--- config.mk ---
export PLATFORM = sky130hd
export DESIGN_NAME = mux_rr_arbiter
export DESIGN_NICKNAME = d
export VERILOG_FILES = /design/src/rtl/mux_rr_arbiter.sv
export SDC_FILE = /design/constraint.sdc
export NUM_CORES = 1
export LEC_CHECK = 0
export BUFFER_PORTS_ARGS = -buffer_cell sky130_fd_sc_hd__buf_2
export CELL_PAD_IN_SITES_DETAIL_PLACEMENT = 1
export CELL_PAD_IN_SITES_GLOBAL_PLACEMENT = 1
export CORE_ASPECT_RATIO = 0.75
export CORE_MARGIN = 5
export CORE_UTILIZATION = 35
export DETAILED_ROUTE_END_ITERATION = 16
export GPL_ROUTABILITY_DRIVEN = 0
export GPL_TIMING_DRIVEN = 0
export HOLD_SLACK_MARGIN = 0.06
export PLACE_DENSITY = 0.85
export RECOVER_POWER = 50
export SYNTH_ARGS = -nofsm -noshare
export SYNTH_HDL_FRONTEND = slang
export SYNTH_SLANG_ARGS = --single-unit
--- constraint.sdc ---
create_clock -name clk -period 2.8 [get_ports clk]
set_input_delay 0 -clock clk [delete_from_list [all_inputs] [get_ports clk]]
set_output_delay 0 -clock clk [all_outputs]
set_load 0.005 [all_outputs]
--- src/rtl/mux_rr_arbiter.sv ---
`default_nettype none
// ============================================================================
// Module      : mux_rr_arbiter
// Description : Drains up to NUM_CH FWFT input FIFOs into one downstream FIFO
//               with round-robin / fixed-priority arbitration while the link is
//               active; registered output stage and 16-bit transfer counter.
// Revision    : 1.0 - initial release
// ============================================================================
module mux_rr_arbiter #(
    parameter int                   WIDTH        = 10,
    parameter int                   NUM_CH       = 4,
    parameter int                   STATE_W      = 4,
    parameter logic [STATE_W-1:0]   ACTIVE_STATE = 4'b1000
) (
    input  logic                    clk,
    input  logic                    reset,
    input  logic [STATE_W-1:0]      state,
    input  logic                    mode,
    input  logic [NUM_CH*WIDTH-1:0] in_data,
    input  logic [NUM_CH-1:0]       in_empty,
    input  logic                    out_almost_full,
    output logic [NUM_CH-1:0]       in_pop,
    output logic [WIDTH-1:0]        out_data,
    output logic                    out_push,
    output logic [NUM_CH-1:0]       out_grant,
    output logic [15:0]             out_count
);

    localparam int               PTR_W  = $clog2(NUM_CH);
    localparam logic [PTR_W-1:0] c_last = PTR_W'(NUM_CH - 1);

    logic                   w_en;
    logic [NUM_CH-1:0]      w_req;
    logic                   w_found;
    logic [PTR_W-1:0]       w_idx;
    logic [PTR_W-1:0]       w_winner;
    logic                   w_pop_any;
    logic [WIDTH-1:0]       w_ch_data [NUM_CH];

    logic [PTR_W-1:0]       r_ptr;
    logic [WIDTH-1:0]       r_out_data;
    logic                   r_out_push;
    logic [NUM_CH-1:0]      r_out_grant;
    logic [15:0]            r_out_count;

    // Reset also gates the enable so no FIFO word is lost during the reset edge.
    assign w_en      = (state == ACTIVE_STATE) && !out_almost_full && !reset;
    assign w_req     = ~in_empty;
    assign w_pop_any = w_en && w_found;

    generate
        for (genvar k = 0; k < NUM_CH; k++) begin : g_chan
            assign w_ch_data[k] = in_data[k*WIDTH +: WIDTH];
            assign in_pop[k]    = w_pop_any && (w_winner == PTR_W'(k));
        end
    endgenerate

    // Search order starts at ptr in round-robin mode, at channel 0 otherwise.
    always_comb begin
        w_found  = 1'b0;
        w_winner = '0;
        w_idx    = '0;
        for (int i = 0; i < NUM_CH; i++) begin
            if (mode) begin
                w_idx = PTR_W'(i);
            end else begin
                w_idx = PTR_W'((int'(r_ptr) + i) % NUM_CH);
            end
            if (!w_found && w_req[w_idx]) begin
                w_found  = 1'b1;
                w_winner = w_idx;
            end
        end
    end

    always_ff @(posedge clk) begin
        if (reset) begin
            r_ptr       <= '0;
            r_out_data  <= '0;
            r_out_push  <= 1'b0;
            r_out_grant <= '0;
            r_out_count <= '0;
        end else begin
            r_out_push <= w_pop_any;
            if (w_pop_any) begin
                r_out_data  <= w_ch_data[w_winner];
                r_out_grant <= in_pop;
                r_out_count <= r_out_count + 16'd1;
                // Fixed-priority pops leave ptr alone so round-robin resumes where it left off.
                if (!mode) begin
                    r_ptr <= (w_winner == c_last) ? '0 : w_winner + PTR_W'(1);
                end
            end
        end
    end

    assign out_data  = r_out_data;
    assign out_push  = r_out_push;
    assign out_grant = r_out_grant;
    assign out_count = r_out_count;

endmodule
`default_nettype wire

# Yosys cells after proc, flatten, opt, wreduce, memory -nomap -nowiden
# Index checks and enable logic that the tools add are counted.
[word_totals]
register_bits = 33
input_bits = 52
out_inout_bits = 35
elab_cells = 63
[classes]
add_sub_neg = 5
order_cmp = 5
eq_ne = 4
mux = 24
n_bitwise = 3
n_reduce_logical = 17
[op_table]
columns = ["op", "count"]
rows = [
  ["10-bit binary-select mux with 2-bit select", 1],
  ["10-bit two-way mux", 2],
  ["2-bit two-way mux", 9],
  ["16-bit by 1-bit adder with 16-bit output, second input constant", 1],
  ["2-bit by 3-bit < comparator with 1-bit output, second input constant", 4],
  ["1-bit logical AND", 10],
  ["1-bit binary-select mux with 2-bit select", 4],
  ["1-bit two-way mux", 8],
  ["1-bit logical NOT", 5],
  ["2-bit by 1-bit adder with 2-bit output, second input constant", 2],
  ["2-bit adder, second input constant", 2],
  ["2-bit == test, second input constant", 2],
  ["4-bit == test, second input constant", 1],
  ["4-bit inverter", 1],
  ["3-bit >= comparator, second input constant", 1],
  ["2-bit inverter with 3-bit output", 1],
  ["2-bit by 1-bit == test with 1-bit output, second input constant", 1],
  ["2-bit logical NOT", 1],
  ["2-bit AND reduction", 1],
  ["1-bit inverter", 1],
]

# Depth between registers and ports, before layout
# Gate-level depths: netlist of the first run.
[depth]
depth_word = 17
mapped_depth = 11

# Worst setup path after synthesis of the first run
# No wires, ideal clock.
[synth_path]
path_type = "register -> register"
startpoint = "register r_ptr[0]"
endpoint = "register r_out_data[0], in the netlist out_data[0]"
setup_ns = 0.127
arrival_time_ns = 1.871
required_ns = 2.673
slack_ns = 0.802
path_stages_with_launch = 11
n_path_buf = 3
cell_sequence = "dfxtp_1 buf_6 nor4b_4 nor2_1 o2111a_1 o32a_1 buf_6 and2_1 buf_2 o2111ai_1 nand3_1"
[synth_via]
elab_chain_cells = 17
[synth_rtl]
columns = ["item", "line_no", "rtl"]
rows = [
  ["start: declaration", "40", "logic [PTR_W-1:0] r_ptr;"],
  ["start signal: assignment", "91", "r_ptr <= (w_winner == c_last) ? '0 : w_winner + PTR_W'(1);"],
  ["parallel branches: the longest is 17 deep, another holds 2-bit by 1-bit adder with 2-bit output", "-", ""],
  ["end signal: assignment", "86", "r_out_data <= w_ch_data[w_winner];"],
  ["end: declaration", "41", "logic [WIDTH-1:0] r_out_data;"],
]
# Parallel ways; which one is timed is not known. The select of a mux whose other input is x is not followed.
# A chain may end at the register's enable or synchronous reset.

# Final worst setup path of the first run
[layout_path]
startpoint = "register r_ptr[0]"
endpoint = "output port in_pop[2]"
[layout_via]
elab_chain_cells = 15
[layout_rtl]
columns = ["item", "line_no", "rtl"]
rows = [
  ["parallel branches: the longest is 14 deep, another holds 2-bit by 1-bit adder with 2-bit output", "-", ""],
  ["1-bit logical AND *", "54", "assign in_pop[k] = w_pop_any && (w_winner == PTR_W'(k));"],
  ["end: declaration", "22", "output logic [NUM_CH-1:0] in_pop,"],
]
# Mark *: on every way between the ends. The select of a mux whose other input is x is not followed.

==> impl_metrics.tcl, run 1 <==
set metrics [dict create \
    critPathMostFrequentCell "buf_2" \
    post-dp-hpwl_mm 6.65 \
    ys_types 47 \
    rsz0062_at_grt "false" \
    final_nets 475 \
    h-tree-depth 2 \
    crit_path_start "r_ptr[0]" \
    clock-sinks 33 \
    synth_top_family_by_area "simple AND/OR/NAND/NOR gates" \
    fin_util_pct 47.2 \
    avgViaCountPerCell 5.59 \
    synth_area_um2 2360 \
    worst-path-buf-inv 4 \
    crit_family "buffers and inverters" \
    grt_pass1_vias 2875 \
    critPathKind "register to output port" \
    synthMostInstantiatedCell "nand2_1" \
    cts-resized-gates 0 \
    setup_viol 0 \
    diodes 0 \
    slowest_delay_ns 0.45 \
    hold_class "input port to register" \
    root_buffer "clkbuf_8" \
    die_area_um2 8500 \
    drc 0 \
    vias 2819 \
    fin_area_um2 3030 \
    cts_inserted_buffers 5 \
    hold_depth 3 \
    crit_path_end_kind "output port" \
    antenna_found_initial 0 \
    slowest_stage "dfxtp_1" \
    post_drt_wl_per_cell_um 17.4 \
    crit_path_max_fanout 10 \
    ys_seq_area_share_pct 28.0 \
    async_flop_share_pct 0 \
    rows 25 \
    ys_seq_elements 33 \
    insertion_delay_ns 0.29 \
    r2r_setup_slack_ns 0.30 \
    start_util_pct 36.8 \
    setup_tns_ns 0 \
    critPathRequiredTime_ns 2.80 \
    tritoncts "built" \
    yosysTopAreaCell "dfxtp_1" \
    drv_cap 0 \
    area_delta_synth_final_pct 28.2 \
    fin_crit_ns 2.56 \
    drt-total-wl_mm 8.77 \
    io_pins 87 \
    crit_arrival_ns 2.56 \
    power_uw 1120 \
    skew_ns 0.00932 \
    overflow 0 \
    dieWidth_um 105 \
    synth_compound_area_share_pct 15.8 \
    critPathLaunchType "register" \
    path_clk_slew_ns 0.07 \
    yosys_warnings 0 \
    r2r-end "out_data[9]" \
    ys.flop_type "dfxtp_1" \
    status "completed" \
    max-clock-path-buffers 2 \
    tightest_slew_ns 0.526 \
    drtPass1Iterations 4 \
    io_buffers 84 \
    dpl-instance-area_um2 2880 \
    drv_slew 0 \
    grt_pass1_wl_mm 14.4 \
    die_h_um 81.1 \
    drive_above_1_share_pct 21.3 \
    relSlewSlack_pct 65.0 \
    p_leak_uw 0.00127 \
    crit_chain "buf_6 -> mux2i_1 -> a21oi_1 -> and2_1 -> a31o_2 -> buf_2 -> buf_2 -> nor3_1 -> buf_2" \
    fmax_ghz 0.391 \
    track_usage_pct 20.5 \
    synth_cells 325 \
    drt_iter0_drc 154 \
    synth_fa_ha_area_share_pct 0.530 \
    reg2regPathDepth 10 \
    fin_crit_sh_pct 91.3 \
    p_per_area_nw_per_um2 371 \
    peakVddDrop_uv 207 \
    path_depth 9 \
    synth_common_cells "nand2_1 (56), nand3_1 (35), dfxtp_1 (33)" \
    coreArea_um2 6410 \
    r2r-start "r_ptr[1]" \
    synth_nets 378 \
    antenna_left 0 \
    synth_xor_xnor_area_share_pct 5.20 \
    yosysTopAreaCellShare_pct 28.0 \
    synth-edff-count 0 \
    synth_mux_area_share_pct 1.75 \
    grt_max_degree 11 \
    netlist_top_cells_area "dfxtp_1 (28%), nand2_1 (8.9%), nand3_1 (7.4%)" \
    avgSynthCellArea_um2 7.26 \
    synth-simple-area-share_pct 42.2 \
    hold_viol 0 \
    post-cts-setup-buffers 0 \
    critPathCapture "in_pop[2]" \
]
## per-stage QoR
step | worst slack [ns] | cells | hold WS (ns)
4_1_cts | 0.245 | 504 | 0.0619
3_3_place_gp | 0.461 | 490 | 0.333
5_1_grt | 0.117 | 504 | 0.0794
2_1_floorplan | 0.802 | 325 | 0.199
3_5_place_dp | 0.389 | 490 | 0.332
6_report | 0.245 | 504 | 0.0584
## report_power, final
group	switching, uW	total, uW	internal, uW
registers	2.02	474	472
logic	95.5	170	74.5
clock network	187	477	290
## timing repair
action | in CTS | in global routing
endpoints found under the setup margin | 0 | 0
endpoints found under the hold margin | 5 | 0
hold buffers | 6 | 0
## registers in the layout, indices dropped and copies added, names as in the netlist
register	count
out_data	10
out_count	16
out_push	1
r_ptr	2
out_grant	4
## cell usage in the layout (no fill, tap or decap), types with 2 or more instances in the layout
master         instances
nand2b_1               2
and2_1                 5
a21oi_1               10
buf_2                 71
nand2_1               56
o21ai_0                4
or3_1                 22
xnor2_1                5
nor3b_1                2
inv_1                  5
nand3b_1              10
nor2_1                25
buf_6                  2
xor2_1                 9
mux2i_1                3
dfxtp_1               33
and3_1                 4
clkbuf_8               6
a21o_1                 2
clkbuf_1              39
o21bai_1               2
nand3_1               35
nor2b_1                6
o2111ai_1             20
nor3_1                 4
a21oi_2                2
nand4_1                9
dlygate4sd3_1          6
nor4b_1                2
## logic make-up (layout without fill, tap and decap cells)
| kind of cell | count (synthesis) | in the layout |
|---|---|---|
| buffers and inverters | 34 | 132 |
| adder cells (fa/ha/maj) | 1 | 1 |
| AND/OR/NAND/NOR | 190 | 190 |
| multiplexers | 4 | 4 |
| AO/OA/AOI/OAI | 49 | 49 |
| flip-flops | 33 | 33 |
| XOR/XNOR | 14 | 14 |
## worst register-to-register path: stages, from the launching register on
cell	delay, ns
dfxtp_1	0.39
buf_2	0.24
nor4b_4	0.25
nor2_1	0.12
o2111a_1	0.13
o32a_1	0.38
buf_6	0.15
and2_1	0.13
buf_2	0.19
o2111ai_1	0.24
nand3_1	0.16
## worst min path at each step
stage,startpoint,to
6_report,in_data[37],out_data[7]
5_1_grt,in_data[37],out_data[7]
4_1_cts,in_data[37],out_data[7]
3_5_place_dp,in_data[35],out_data[5]
3_3_place_gp,in_data[37],out_data[7]
2_1_floorplan,in_data[10],out_data[0]
## area by class of cell
| type | instances | area, um2 |
|---|---|---|
| buffer | 28 | 131 |
| clock buffer | 7 | 86.3 |
| clock inverter | 1 | 30.0 |
| fill | 843 | 3390 |
| inverter | 6 | 22.5 |
| multi-input combinational | 258 | 1540 |
| sequential | 33 | 661 |
| tap | 81 | 101 |
| timing repair buffer | 90 | 453 |
## routing by layer
metal  share of wire (%)  up-vias  track usage (%)
li1                    -     1356                -
met1                  46     1387             27.9
met2                  48       70             35.1
met3                 5.3        6             2.54
met4                0.78        0             4.34
met5                   0        -                0
(Power assumes the default switching activity.)
==> run 2, diff against run 1 <==
--- a/config.mk
+++ b/config.mk
@@ -15,7 +15,7 @@
 export GPL_ROUTABILITY_DRIVEN = 0
 export GPL_TIMING_DRIVEN = 0
 export HOLD_SLACK_MARGIN = 0.06
-export PLACE_DENSITY = 0.85
+export PLACE_DENSITY = 0.82
 export RECOVER_POWER = 50
 export SYNTH_ARGS = -nofsm -noshare
 export SYNTH_HDL_FRONTEND = slang
==> impl_metrics.tcl, run 2 (same netlist as run 1, synthesis figures left out) <==
set metrics [dict create \
    p_per_area_nw_per_um2 332 \
    status "completed" \
    p_leak_uw 0.00127 \
    crit_path_max_fanout 10 \
    io_pins 87 \
    wl_met1_mm 4.11 \
    r2r-end "out_data[7]" \
    topRoutingLayerUsed "met4" \
    final_common_cell "buf_2" \
    setup_viol 0 \
    relSlewSlack_pct 64.6 \
    final_nets 480 \
    wl_met2_mm 4.12 \
    tightest_slew_ns 0.531 \
    critPathLaunchType "register" \
    drtPass1Iterations 4 \
    critPathKind "register to output port" \
    grt_max_degree 12 \
    clock-sinks 33 \
    slowest_stage "dfxtp_1" \
    post_drt_wl_per_cell_um 17.4 \
    fin_crit_sh_pct 90.5 \
    grt_pass1_wl_mm 14.7 \
    fin_ws_ns 0.265 \
    coreArea_um2 6410 \
    crit_arrival_ns 2.54 \
    crit_chain "buf_6 -> mux2i_1 -> a21oi_1 -> and2_1 -> a31o_2 -> buf_2 -> buf_2 -> nor3_1 -> buf_2" \
    route.met3.wl_um 543 \
    skew_ns 0.00332 \
    critPathCapture "in_pop[2]" \
    power_uw 1010 \
    fin_crit_ns 2.54 \
    avgViaCountPerCell 5.57 \
    pwr-share-seq_pct 46.8 \
    path_clk_slew_ns 0.07 \
    hold_viol 0 \
    track_usage_pct 20.9 \
    insertion_delay_ns 0.28 \
    slowest_delay_ns 0.45 \
    dieWidth_um 105 \
    die_area_um2 8500 \
    antenna_found_initial 0 \
    overflow 0 \
    r2r_setup_slack_ns 0.35 \
    root_buffer "clkbuf_8" \
    largest_reg_flops 16 \
    reg2regPathDepth 9 \
    setup_tns_ns 0 \
    pre_cts_ws_ns 0.405 \
    pwr-share-clk_pct 35.8 \
    power.internal_uw 723 \
    h-tree-depth 2 \
    fin_util_pct 47.6 \
    max-clock-path-buffers 2 \
    drv_cap 0 \
    p_sw_share_pct 28.7 \
    critPathRequiredTime_ns 2.80 \
    drt-total-wl_mm 8.85 \
    cts_inserted_buffers 5 \
    p_sw_uw 291 \
    crit_path_end_kind "output port" \
    post-dp-hpwl_mm 6.69 \
    rows 25 \
    drc 0 \
    drv_slew 0 \
    grt_pass1_vias 2898 \
    tritoncts "built" \
    critPathMostFrequentCell "buf_2" \
    vias 2835 \
    drt_iter0_drc 116 \
    n_fill_cell 879 \
    start_util_pct 36.8 \
    hold_class "input port to register" \
    rsz0062_at_grt "false" \
    final_cell_mix "buf_2 (71), nand2_1 (56), clkbuf_1 (39)" \
    diodes 0 \
    io_buffers 84 \
    peakVddDrop_uv 168 \
    area_delta_synth_final_pct 29.3 \
    crit_path_start "r_ptr[0]" \
    r2r-start "r_ptr[1]" \
    die_h_um 81.1 \
    drive_above_1_share_pct 21.5 \
    antenna_left 0 \
    fmax_ghz 0.394 \
    p_comb_share_pct 17.4 \
]
-- run 2: cell count changes in the layout (fill, tap and decap cells not counted), sizes merged --
cell,change
buf,-1
clkinv,+2
clkinvlp,+1
clkbuf,-1
bufinv,-1
dlygate4sd3,+5
-- run 2: worst min-delay path by stage --
stage	from	cells after the start	to
after floorplan	in_data[10]	2	out_data[0]
after global placement	in_data[36]	3	out_data[6]
after detailed placement	in_data[34]	3	out_data[4]
after CTS	in_data[16]	3	out_data[6]
after global routing	in_data[16]	3	out_data[6]
final	in_data[15]	3	out_data[5]
-- run 2: power groups by stage --
| stage | Combinational (uW) | Sequential (uW) | Clock, uW |
|---|---|---|---|
| after floorplan | 88.3 | 485 | 0 |
| after CTS | 176 | 474 | 370 |
| final | 177 | 474 | 363 |
| after global placement | 156 | 485 | 0 |
| after global routing | 197 | 474 | 391 |
| after detailed placement | 163 | 485 | 0 |
-- run 2: repair_timing --
| action | CTS | global route |
|---|---|---|
| resized for setup | 0 | 0 |
| hold buffers | 11 | 0 |
| setup buffers | 0 | 0 |
| hold endpoints to repair | 10 | 0 |
-- run 2: final cells by class --
type                       count  area (um2)  area share, %
sequential                    33         661           21.7
inverter                       6        22.5          0.738
clock inverter                 3        17.5          0.574
tap                           81         101           3.32
buffer                        28         131           4.31
clock buffer                   5        68.8           2.26
multi-input combinational    258        1550           50.7
timing repair buffer          95         503           16.5
-- run 2: worst max-delay path: cells and delay by family (launching register included) --
family          cells  cell delay, ns
flops               1            0.45
compound gates      2            0.42
buf+inv             4            0.77
simple gates        2            0.41
mux                 1            0.19
-- run 2: metrics by stage --
step                      cell area, um2  hold WS, ns  std cells
after detailed placement            2880        0.336        490
after floorplan                     2360        0.199        325
after global routing                3050       0.0970        509
final                               3050       0.0892        509
after CTS                           3080       0.0747        509
after global placement              2880        0.329        490
-- run 2: metal layers --
metal	vias to the layer above	GRT usage (%)
met2	77	34.6
met4	0	4.34
met5	-	0
met3	6	3.97
li1	1362	-
met1	1390	28.5
==> run 3, diff against run 2 <==
--- a/config.mk
+++ b/config.mk
@@ -8,7 +8,7 @@
 export BUFFER_PORTS_ARGS = -buffer_cell sky130_fd_sc_hd__buf_2
 export CELL_PAD_IN_SITES_DETAIL_PLACEMENT = 1
 export CELL_PAD_IN_SITES_GLOBAL_PLACEMENT = 1
-export CORE_ASPECT_RATIO = 0.75
+export CORE_ASPECT_RATIO = 1.75
 export CORE_MARGIN = 5
 export CORE_UTILIZATION = 35
 export DETAILED_ROUTE_END_ITERATION = 16
@@ -20,3 +20,4 @@
 export SYNTH_ARGS = -nofsm -noshare
 export SYNTH_HDL_FRONTEND = slang
 export SYNTH_SLANG_ARGS = --single-unit
+export TNS_END_PERCENT = 5
==> impl_metrics.tcl, run 3 (same netlist as run 1, synthesis figures left out) <==
set metrics [dict create \
    max-clock-path-buffers 2 \
    vias 2860 \
    drc 0 \
    rows 39 \
    fin_area_um2 3120 \
    dpl-instance-area_um2 2880 \
    power_uw 1360 \
    area_delta_synth_final_pct 32.1 \
    drt_iter0_drc 82 \
    hold_viol 0 \
    drv_cap 0 \
    fin_crit_ns 2.52 \
    p_leak_uw 0.00131 \
    io_pins 87 \
    clock-sinks 33 \
    relSlewSlack_pct 66.3 \
    coreArea_um2 6540 \
    peakVddDrop_uv 229 \
    largest_reg_flops 16 \
    start_util_pct 36.1 \
    drtPass1Iterations 4 \
    crit_arrival_ns 2.52 \
    h-tree-depth 2 \
    antenna_found_initial 0 \
    instances_no_fill 506 \
    tightest_slew_ns 0.505 \
    post-dp-hpwl_mm 6.83 \
    post_drt_wl_per_cell_um 17.6 \
    slowest_stage "dfxtp_1" \
    overflow 0 \
    setup_viol 0 \
    grt_max_degree 12 \
    worst-path-buf-inv 4 \
    critPathLaunchType "register" \
    slowest_delay_ns 0.45 \
    hold_class "input port to register" \
    cts_inserted_buffers 5 \
    skew_ns 0.00290 \
    path_clk_slew_ns 0.05 \
    status "completed" \
    insertion_delay_ns 0.27 \
    post-cts-setup-buffers 0 \
    rsz0062_at_grt "false" \
    crit_path_end_kind "output port" \
    place_inst 491 \
    track_usage_pct 20.8 \
    critPathMostFrequentCell "buf_2" \
    diodes 0 \
    crit_chain "buf_6 -> mux2i_1 -> a21oi_1 -> and2_1 -> a31o_2 -> buf_2 -> buf_2 -> nor3_1 -> buf_2" \
    setup_tns_ns 0 \
    final_nets 476 \
    antenna_left 0 \
    io_buffers 84 \
    dieWidth_um 72.1 \
    fmax_ghz 0.396 \
    critPathKind "register to output port" \
    crit_family "buffers and inverters" \
    fin_crit_sh_pct 90.1 \
    tritoncts "built" \
    avgViaCountPerCell 5.65 \
    final_common_cell "buf_2" \
    die_h_um 119 \
    drt-total-wl_mm 8.93 \
    critPathRequiredTime_ns 2.80 \
    drive_above_1_share_pct 22.2 \
    final_cell_mix "buf_2 (73), nand2_1 (56), clkbuf_1 (37)" \
    drv_slew 0 \
    p_per_area_nw_per_um2 435 \
    die_area_um2 8550 \
    grt_pass1_vias 3061 \
    grt_pass1_wl_mm 14.4 \
    root_buffer "clkbuf_16" \
    crit_path_max_fanout 10 \
]
[run 3: worst paths after layout]
check	from	endpoint	slack, ns	cells after the start
worst max register to register	r_ptr[1]	out_data[5]	0.30	9
worst max-delay path	r_ptr[0]	in_pop[2]	0.28	9
worst min-delay path	in_data[38]	out_data[8]	0.07	3
worst min register to register	out_grant[1]	out_grant[1]	0.46	2
[run 3: stage by stage]
step | hold slack [ns] | utilization [%] | setup slack [ns]
detailed placement | 0.326 | 44.1 | 0.374
global placement | 0.328 | 44.1 | 0.407
finish | 0.0665 | 47.7 | 0.276
floorplan | 0.199 | - | 0.802
CTS | 0.0617 | 48.1 | 0.247
global route | 0.0848 | 47.7 | 0.102
[run 3: worst reg2reg max path: stages (launching register included)]
cell and delay [ns]:
dfxtp_1 0.38, buf_2 0.24, nor4b_4 0.24, nor2_1 0.12
a211o_1 0.32, a21oi_2 0.22, clkbuf_1 0.36, or3_1 0.18
o2111ai_1 0.25, nand3_1 0.13
[run 3: layout make-up]
cell class,instances,area (um2)
fillers,890,3420
clock buffers,5,125
flip-flops and latches,33,661
multi-input cells,258,1550
clock inverters,3,65.1
well taps,82,103
inverters,6,22.5
repair buffers,91,465
plain buffers,28,131
[run 3: timing repair]
action / CTS / global route
hold buffers: 7 / 0
gates resized for setup: 0 / 0
hold endpoints to repair: 7 / 0
[run 3: per-layer routing]
layer / wire (um) / GRT usage (%)
met5: 0 / 0
met4: 538 / 12.8
met2: 5020 / 40.4
met3: 346 / 3.06
met1: 3030 / 19.2
[run 3: power breakdown]
part	switching [uW]	internal, uW
sequential	1.98	473
combinational	97.3	75.2
clock	201	508
total	300	1060
